File: src/rtl/id_ex_stage_reg_if.sv
// ---------------------------------------------------------------------------
// id_ex_stage_reg_if
// Bundles the ID-side inputs and EX-side outputs of the ID/EX pipeline
// register.
//   master : decode/hazard side. Drives id_*, observes ex_*, mul_stall,
//            ex_mul_valid and the perf counters.
//   slave  : the stage register itself.
// Signals:
//   id_ctrl[9:0]   control word {jump,reg_write,alu_src,mem_write,mem_2_reg,
//                  mem_read,branch,reg_dst,alu_op[1:0]}
//   id_flush       flush_ID_EX request
//   id_hz_stall    load-use stall request
//   id_is_mul      decoded multiply
//   id_rs1_data/id_rs2_data/id_imm, id_rs1/id_rs2/id_rd   operands, indices
//   ex_*           registered copies presented to EX
//   mul_stall      freeze PC and IF/ID while a multiply occupies EX
//   ex_mul_valid   multiplier result valid this cycle
//   perf_bubble_cnt / perf_mul_cnt   perf counters (0 unless ID_EX_PERF_EN)
// ---------------------------------------------------------------------------
interface id_ex_stage_reg_if #(
  parameter int DATA_W = 64
);
  logic [9:0]        id_ctrl;
  logic              id_flush;
  logic              id_hz_stall;
  logic              id_is_mul;
  logic [DATA_W-1:0] id_rs1_data;
  logic [DATA_W-1:0] id_rs2_data;
  logic [DATA_W-1:0] id_imm;
  logic [4:0]        id_rs1;
  logic [4:0]        id_rs2;
  logic [4:0]        id_rd;

  logic [9:0]        ex_ctrl;
  logic              ex_is_mul;
  logic [DATA_W-1:0] ex_rs1_data;
  logic [DATA_W-1:0] ex_rs2_data;
  logic [DATA_W-1:0] ex_imm;
  logic [4:0]        ex_rs1;
  logic [4:0]        ex_rs2;
  logic [4:0]        ex_rd;
  logic              mul_stall;
  logic              ex_mul_valid;
  logic [31:0]       perf_bubble_cnt;
  logic [31:0]       perf_mul_cnt;

  modport master (
    output id_ctrl, id_flush, id_hz_stall, id_is_mul,
           id_rs1_data, id_rs2_data, id_imm, id_rs1, id_rs2, id_rd,
    input  ex_ctrl, ex_is_mul, ex_rs1_data, ex_rs2_data, ex_imm,
           ex_rs1, ex_rs2, ex_rd, mul_stall, ex_mul_valid,
           perf_bubble_cnt, perf_mul_cnt
  );

  modport slave (
    input  id_ctrl, id_flush, id_hz_stall, id_is_mul,
           id_rs1_data, id_rs2_data, id_imm, id_rs1, id_rs2, id_rd,
    output ex_ctrl, ex_is_mul, ex_rs1_data, ex_rs2_data, ex_imm,
           ex_rs1, ex_rs2, ex_rd, mul_stall, ex_mul_valid,
           perf_bubble_cnt, perf_mul_cnt
  );
endinterface

File: src/rtl/id_ex_stage_reg.sv
// ---------------------------------------------------------------------------
// id_ex_stage_reg
// ID/EX pipeline register for the 5-stage core with the multi-cycle
// multiplier. Captures the decode control word and operands every cycle,
// turns flush / load-use requests into bubbles, and parks a multiply in EX
// for MUL_LAT cycles while stalling PC and IF/ID.
// Ports:
//   clk      core clock, all state on rising edge
//   arst_n   synchronous active-low reset
//   bus      id_ex_stage_reg_if.slave (id_* in, ex_*/stall/perf out)
// Parameters:
//   DATA_W   operand / immediate width
//   MUL_LAT  cycles a multiply occupies EX (1..15)
// Optional feature macro: ID_EX_PERF_EN
//   defined   : 32-bit saturating bubble / hold counters
//   undefined : perf ports tied to 0, no counter flops
// ---------------------------------------------------------------------------
module id_ex_stage_reg #(
  parameter int DATA_W  = 64,
  parameter int MUL_LAT = 4
) (
  input logic              clk,
  input logic              arst_n,
  id_ex_stage_reg_if.slave bus
);

  if (MUL_LAT < 1 || MUL_LAT > 15) begin : g_bad_lat
    $error("id_ex_stage_reg: MUL_LAT must be 1..15");
  end

  localparam logic [3:0] MCNT_LOAD = 4'(MUL_LAT - 1);

  logic [9:0]        ctrl_q;
  logic              is_mul_q;
  logic [DATA_W-1:0] rs1_data_q, rs2_data_q, imm_q;
  logic [4:0]        rs1_q, rs2_q, rd_q;
  logic [3:0]        mcnt;

  // A nonzero counter means the multiply still owns EX: everything holds
  // and the flush/stall requests wait (ID is frozen, so they persist).
  logic hold, bubble;
  assign hold   = (mcnt != 4'd0);
  assign bubble = bus.id_flush | bus.id_hz_stall;

  always_ff @(posedge clk) begin
    if (!arst_n) begin
      ctrl_q     <= '0;
      is_mul_q   <= 1'b0;
      rs1_data_q <= '0;
      rs2_data_q <= '0;
      imm_q      <= '0;
      rs1_q      <= '0;
      rs2_q      <= '0;
      rd_q       <= '0;
      mcnt       <= '0;
    end else if (hold) begin
      mcnt <= mcnt - 4'd1;
    end else begin
      // Data/index fields follow ID in both bubble and capture; only the
      // control side distinguishes them.
      rs1_data_q <= bus.id_rs1_data;
      rs2_data_q <= bus.id_rs2_data;
      imm_q      <= bus.id_imm;
      rs1_q      <= bus.id_rs1;
      rs2_q      <= bus.id_rs2;
      rd_q       <= bus.id_rd;
      if (bubble) begin
        ctrl_q   <= '0;
        is_mul_q <= 1'b0;
        mcnt     <= '0;
      end else begin
        ctrl_q   <= bus.id_ctrl;
        is_mul_q <= bus.id_is_mul;
        mcnt     <= bus.id_is_mul ? MCNT_LOAD : 4'd0;
      end
    end
  end

  assign bus.ex_ctrl      = ctrl_q;
  assign bus.ex_is_mul    = is_mul_q;
  assign bus.ex_rs1_data  = rs1_data_q;
  assign bus.ex_rs2_data  = rs2_data_q;
  assign bus.ex_imm       = imm_q;
  assign bus.ex_rs1       = rs1_q;
  assign bus.ex_rs2       = rs2_q;
  assign bus.ex_rd        = rd_q;
  assign bus.mul_stall    = hold;
  // Result is ready on the last EX cycle of the multiply, i.e. once the
  // counter has drained (immediately for MUL_LAT=1).
  assign bus.ex_mul_valid = is_mul_q & ~hold;

`ifdef ID_EX_PERF_EN
  logic [31:0] bubble_cnt, mul_cnt;

  always_ff @(posedge clk) begin
    if (!arst_n) begin
      bubble_cnt <= '0;
      mul_cnt    <= '0;
    end else begin
      if (!hold && bubble && bubble_cnt != 32'hFFFF_FFFF)
        bubble_cnt <= bubble_cnt + 32'd1;
      if (hold && mul_cnt != 32'hFFFF_FFFF)
        mul_cnt <= mul_cnt + 32'd1;
    end
  end

  assign bus.perf_bubble_cnt = bubble_cnt;
  assign bus.perf_mul_cnt    = mul_cnt;
`else
  assign bus.perf_bubble_cnt = 32'd0;
  assign bus.perf_mul_cnt    = 32'd0;
`endif

endmodule

File: src/flat_wrapper.sv
// flat-port wrapper written by rule: the top's interface ports become plain ports
module id_ex_stage_reg_flat 
#(
  parameter int DATA_W  = 64,
  parameter int MUL_LAT = 4
)
  (clk, arst_n, bus_id_ctrl, bus_id_flush, bus_id_hz_stall, bus_id_is_mul, bus_id_rs1_data, bus_id_rs2_data, bus_id_imm, bus_id_rs1, bus_id_rs2, bus_id_rd, bus_ex_ctrl, bus_ex_is_mul, bus_ex_rs1_data, bus_ex_rs2_data, bus_ex_imm, bus_ex_rs1, bus_ex_rs2, bus_ex_rd, bus_mul_stall, bus_ex_mul_valid, bus_perf_bubble_cnt, bus_perf_mul_cnt);
  id_ex_stage_reg_if #(.DATA_W(DATA_W)) bus_i ();
  input logic clk;
  input logic arst_n;
  input wire logic [$bits(bus_i.id_ctrl)-1:0] bus_id_ctrl;
  input wire logic [$bits(bus_i.id_flush)-1:0] bus_id_flush;
  input wire logic [$bits(bus_i.id_hz_stall)-1:0] bus_id_hz_stall;
  input wire logic [$bits(bus_i.id_is_mul)-1:0] bus_id_is_mul;
  input wire logic [$bits(bus_i.id_rs1_data)-1:0] bus_id_rs1_data;
  input wire logic [$bits(bus_i.id_rs2_data)-1:0] bus_id_rs2_data;
  input wire logic [$bits(bus_i.id_imm)-1:0] bus_id_imm;
  input wire logic [$bits(bus_i.id_rs1)-1:0] bus_id_rs1;
  input wire logic [$bits(bus_i.id_rs2)-1:0] bus_id_rs2;
  input wire logic [$bits(bus_i.id_rd)-1:0] bus_id_rd;
  output wire logic [$bits(bus_i.ex_ctrl)-1:0] bus_ex_ctrl;
  output wire logic [$bits(bus_i.ex_is_mul)-1:0] bus_ex_is_mul;
  output wire logic [$bits(bus_i.ex_rs1_data)-1:0] bus_ex_rs1_data;
  output wire logic [$bits(bus_i.ex_rs2_data)-1:0] bus_ex_rs2_data;
  output wire logic [$bits(bus_i.ex_imm)-1:0] bus_ex_imm;
  output wire logic [$bits(bus_i.ex_rs1)-1:0] bus_ex_rs1;
  output wire logic [$bits(bus_i.ex_rs2)-1:0] bus_ex_rs2;
  output wire logic [$bits(bus_i.ex_rd)-1:0] bus_ex_rd;
  output wire logic [$bits(bus_i.mul_stall)-1:0] bus_mul_stall;
  output wire logic [$bits(bus_i.ex_mul_valid)-1:0] bus_ex_mul_valid;
  output wire logic [$bits(bus_i.perf_bubble_cnt)-1:0] bus_perf_bubble_cnt;
  output wire logic [$bits(bus_i.perf_mul_cnt)-1:0] bus_perf_mul_cnt;
  assign bus_i.id_ctrl = bus_id_ctrl;
  assign bus_i.id_flush = bus_id_flush;
  assign bus_i.id_hz_stall = bus_id_hz_stall;
  assign bus_i.id_is_mul = bus_id_is_mul;
  assign bus_i.id_rs1_data = bus_id_rs1_data;
  assign bus_i.id_rs2_data = bus_id_rs2_data;
  assign bus_i.id_imm = bus_id_imm;
  assign bus_i.id_rs1 = bus_id_rs1;
  assign bus_i.id_rs2 = bus_id_rs2;
  assign bus_i.id_rd = bus_id_rd;
  assign bus_ex_ctrl = bus_i.ex_ctrl;
  assign bus_ex_is_mul = bus_i.ex_is_mul;
  assign bus_ex_rs1_data = bus_i.ex_rs1_data;
  assign bus_ex_rs2_data = bus_i.ex_rs2_data;
  assign bus_ex_imm = bus_i.ex_imm;
  assign bus_ex_rs1 = bus_i.ex_rs1;
  assign bus_ex_rs2 = bus_i.ex_rs2;
  assign bus_ex_rd = bus_i.ex_rd;
  assign bus_mul_stall = bus_i.mul_stall;
  assign bus_ex_mul_valid = bus_i.ex_mul_valid;
  assign bus_perf_bubble_cnt = bus_i.perf_bubble_cnt;
  assign bus_perf_mul_cnt = bus_i.perf_mul_cnt;
  id_ex_stage_reg #(.DATA_W(DATA_W), .MUL_LAT(MUL_LAT)) u_core (.clk(clk), .arst_n(arst_n), .bus(bus_i));
endmodule
File: config.mk
export PLATFORM = sky130hd
export DESIGN_NAME = id_ex_stage_reg_flat
export DESIGN_NICKNAME = d
export VERILOG_FILES = /design/src/rtl/id_ex_stage_reg_if.sv /design/src/rtl/id_ex_stage_reg.sv /design/src/flat_wrapper.sv
export SDC_FILE = /design/constraint.sdc
export NUM_CORES = 1
export LEC_CHECK = 0
export ABC_CLOCK_PERIOD_IN_PS = 4500
export CORE_AREA = 2 2 198 200
export DETAILED_ROUTE_END_ITERATION = 8
export DIE_AREA = 0 0 200 202
export MAX_ROUTING_LAYER = met4
export PLACE_DENSITY_LB_ADDON = 0.2
export SKIP_LAST_GASP = 1
export SLEW_MARGIN = 20
export SYNTH_ARGS = -nofsm -noshare
export SYNTH_HDL_FRONTEND = slang
export SYNTH_SLANG_ARGS = --single-unit
File: constraint.sdc
create_clock -name clk -period 4.5 [get_ports clk]
set_input_delay 0.675 -clock clk [delete_from_list [all_inputs] [get_ports clk]]
set_output_delay 0.675 -clock clk [all_outputs]
set_load 0.05 [all_outputs]
After elaboration in Yosys (flattened, before gate mapping):

Cells that the tools add are included.

* bits in registers: 222
* output and inout bits: 284
* input bits: 222
* word-level logic and storage cells: 19

* reductions and logical operators: 1
* muxes and demuxes: 5
* $add $sub $neg: 1
* bitwise gates (word level): 3

Operators with widths (count)
* 10-bit 2-to-1 mux: 1
* 4-bit 2-to-1 mux: 2
* 4-bit nonzero test: 1
* 4-bit by 1-bit subtractor with 4-bit output, second input constant: 1
* 2-bit 2-to-1 mux: 1
* 1-bit AND: 1
* 1-bit 2-to-1 mux: 1
* 1-bit NOT: 1
* 1-bit bitwise OR: 1

Longest topological paths before layout:

* word-level depth: 3
* mapped depth: 7
* gate-level depth less buffers: 5

Worst setup path after synthesis:

No wires, ideal clock.

* kind: register to output
* start: register u_core.mcnt[0]
* end: output port bus_ex_mul_valid
* path slack: 2.165 ns
* buffers on the path: 3
* cell stages (with the launch flop): 8
* arrival time: 1.660 ns
* cell sequence: dfxtp_1 inv_1 ha_1 nor3b_2 buf_4 buf_6 buf_4 and2_1

* cells in the longest elaborated chain, start to end: 3

RTL lines
* start: declaration: line id_ex_stage_reg.sv:37 `logic [3:0] mcnt;`
* start signal: assignment: line id_ex_stage_reg.sv:57 `mcnt <= mcnt - 4'd1;`
* start signal: assignment: line id_ex_stage_reg.sv:74 `mcnt <= bus.id_is_mul ? MCNT_LOAD : 4'd0;`
* 4-bit nonzero test: line id_ex_stage_reg.sv:42 `assign hold = (mcnt != 4'd0);`
* 1-bit NOT: line id_ex_stage_reg.sv:90 `assign bus.ex_mul_valid = is_mul_q & ~hold;`
* 1-bit AND: line id_ex_stage_reg.sv:90
* end: declaration: line flat_wrapper.sv:30 `output wire logic [$bits(bus_i.ex_mul_valid)-1:0] bus_ex_mul_valid;`

Every way passes these cells.

Worst setup path in the final report:

* start: register u_core.mcnt[0]
* end: output port bus_mul_stall

* cells in the longest elaborated chain, start to end: 1

RTL lines
* 4-bit nonzero test: line id_ex_stage_reg.sv:42
* end: declaration: line flat_wrapper.sv:29 `output wire logic [$bits(bus_i.mul_stall)-1:0] bus_mul_stall;`

Every way passes these cells.

==> metrics.txt <==
Post-CTS Setup Repair Bufs 0; CTS H-Tree Depth 1; status completed; latest clock arrival within the worst-skew pair 540 ps; post-synthesis register bit count 222; Worst Path Arrival 2580 ps; Yosys cell types 21; power per cell area 814.2 nW/µm²; DR pass1 iterations 4; Layout Nets 1,659; GR Overflow Total 0; cts repair resizes 0; unrepaired setup endpoints after global routing false; Slew headroom 42.44%; initial DRC count 223; Worst Skew 7.863 ps; Syn. warnings 0; R2R Path End u_core.bus.ex_imm[48]; pre-CTS setup slack 1795 ps; clk sinks 222; Worst setup startpoint u_core.mcnt[0]; Top Usage Layer GRT met2; DP Wirelength 20,100 µm; max-slew violations 0; worst slew pin tran 863.4 ps; Pwr Total 12.10 mW; met1 Use GR 15.54%; Worst setup SP type register; # IOs 506; DRC viols 0; final hold violation count 0; maxcap violations 0; Antenna Violating Nets Remaining 0; critical path type reg -> out; hold buffer count at CTS 0; FMAX 307.5 MHz; Post-Syn Area 9353 µm²; CP Capture Type output port; CTS tree done; worst IR drop on VDD 0.0007042 V; Routed WL 28,450 µm; drt wl/cell 14.40 µm; fin crit share 72.28%; initial antenna violation count 1; Final Wtd Congestion 0.7453; final setup violation count 0; R2R depth 6; layout cells sized above 1 4.049%; Global Route Usage Sum 13.80%; Die W 200 µm; Port Buf Inserts 441; Worst-path clk slew 60 ps; crit path max fanout 14; Core ar. 38,290 µm²; vias in the first global route 7,835; Layout area overhead 58.96%; vias post-DR 7,853; register area share after synthesis 47.52%; largest net degree at the start of global routing 136; hold crit path type reg -> reg; CTS root buffer clkbuf_16; Pleak 6.352 nW; first-pass GRT wire length 42,880 µm; post-route setup TNS 0 ps; Placement Rows 72; Critical Path RT 3830 ps; Die Y 202 µm; Starting Density 24.43%; final setup margin 1248 ps; via/cell ratio 3.974; CTS buffer count 28; routing usage on met2 23.14%; Hold Path Stages 2; GR met3 Demand/Resource 4.822%; Avg Cell Area, Syn 9.063 µm²; # fillers 3,830; r2r startpoint u_core.mcnt[0]; fin crit period 3252 ps; Mapped Cells 1,032; CTS Buffer Depth 3; Worst Setup EP bus_mul_stall; r2r setup slk 1780 ps; die area 40,400 µm²
kinds of logic after synthesis:
kind of cell	share of synthesized area (%)
AND/OR/NAND/NOR	18.96
multiplexers	23.55
other	0.04010
buffers and inverters	9.538
flip-flops	47.52
AO/OA/AOI/OAI	0.2676
adder cells (fa/ha/maj)	0.1338
cell type report:
| cell class | count | area [µm²] | area share, % |
|---|---|---|---|
| sequential | 222 | 4444 | 29.89 |
| antenna | 1 | 2.502 | 0.01683 |
| clock inverter | 5 | 32.53 | 0.2188 |
| inverter | 3 | 11.26 | 0.07574 |
| clock buffer | 46 | 919.6 | 6.186 |
| multi-input combinational | 731 | 4259 | 28.65 |
| tap | 518 | 648.1 | 4.360 |
| timing repair buffer | 450 | 4549 | 30.60 |
state kept, by name, indices dropped and copies added (netlist names):
signal	cells
u_core.bus.ex_ctrl	10
u_core.bus.ex_imm	64
u_core.bus.ex_is_mul	1
u_core.bus.ex_rd	5
u_core.bus.ex_rs1	5
u_core.bus.ex_rs1_data	64
u_core.bus.ex_rs2	5
u_core.bus.ex_rs2_data	64
u_core.mcnt	4
stage by stage:
stage | util, % | cell area, µm² | std cells | hold slack (ps)
detailed placement | 36.34 | 13910 | 1924 | 445.8
CTS | 38.82 | 14860 | 1975 | 456.2
global route | 38.83 | 14870 | 1976 | 470.1
finish | 38.83 | 14870 | 1976 | 450.5
global placement | 36.34 | 13910 | 1924 | 440.9
floorplan | - | 9589 | 1095 | 436.3
placed cells by master, fill, tap and decap left out, types with 2 or more instances in the layout:
cell type        count
clkdlybuf4s50_1    440
nand2_1            425
dfxtp_1            222
mux2i_1            220
conb_1              64
clkbuf_16           29
clkbuf_8            13
or4bb_1             11
buf_12               5
clkbuf_1             4
buf_4                4
nand2b_1             3
clkinv_2             3
inv_1                2
cell usage after synthesis:
cell type  count  area (µm²)
buf_4         68       510.5
and2_1         1       6.260
nand2b_1       3       18.77
nor3b_2        1       12.51
a21boi_0       1       7.510
buf_1         12       45.04
clkbuf_1      31       116.4
nand2_1      425        1595
ha_1           1       12.51
or4bb_1       11       123.9
buf_2         17       85.08
nand3b_1       1       7.510
or3b_2         1       8.760
buf_6         11       123.9
dfxtp_1      222        4444
conb_1         1       3.750
inv_1          2       7.510
o311ai_0       1       8.760
o41ai_1        1       8.760
mux2i_1      220        2202
clkinv_1       1       3.750
report_power, final:
group          leakage, nW  total (mW)  internal (mW)  switching [mW]
combinational         4.04        6.78           2.45            4.32
clock                0.476        2.25           1.38           0.863
sequential            1.83        3.08           2.71           0.368
worst min path at each step:
stage / from / endpoint
3_3_place_gp: u_core.bus.ex_rs2_data[12] / u_core.bus.ex_rs2_data[12]
5_1_grt: u_core.bus.ex_imm[46] / u_core.bus.ex_imm[46]
2_1_floorplan: u_core.mcnt[1] / u_core.mcnt[3]
6_report: u_core.bus.ex_imm[31] / u_core.bus.ex_imm[31]
3_5_place_dp: u_core.bus.ex_imm[45] / u_core.bus.ex_imm[45]
4_1_cts: u_core.bus.ex_rs2_data[12] / u_core.bus.ex_rs2_data[12]
layer usage:
| metal | up-vias | routed length, µm |
|---|---|---|
| met5 | - | 0 |
| met4 | 0 | 542 |
| met3 | 35 | 2785 |
| met2 | 290 | 13690 |
| met1 | 3524 | 11430 |
| li1 | 4004 | - |
worst max-delay path: stages, from the launching register on:
cell             delay (ps)
dfxtp_1                 330
inv_1                    60
ha_1                    190
nor3b_4                 310
buf_4                   310
clkinv_1                120
clkdlybuf4s50_1         710
(Power assumes the default switching activity.)
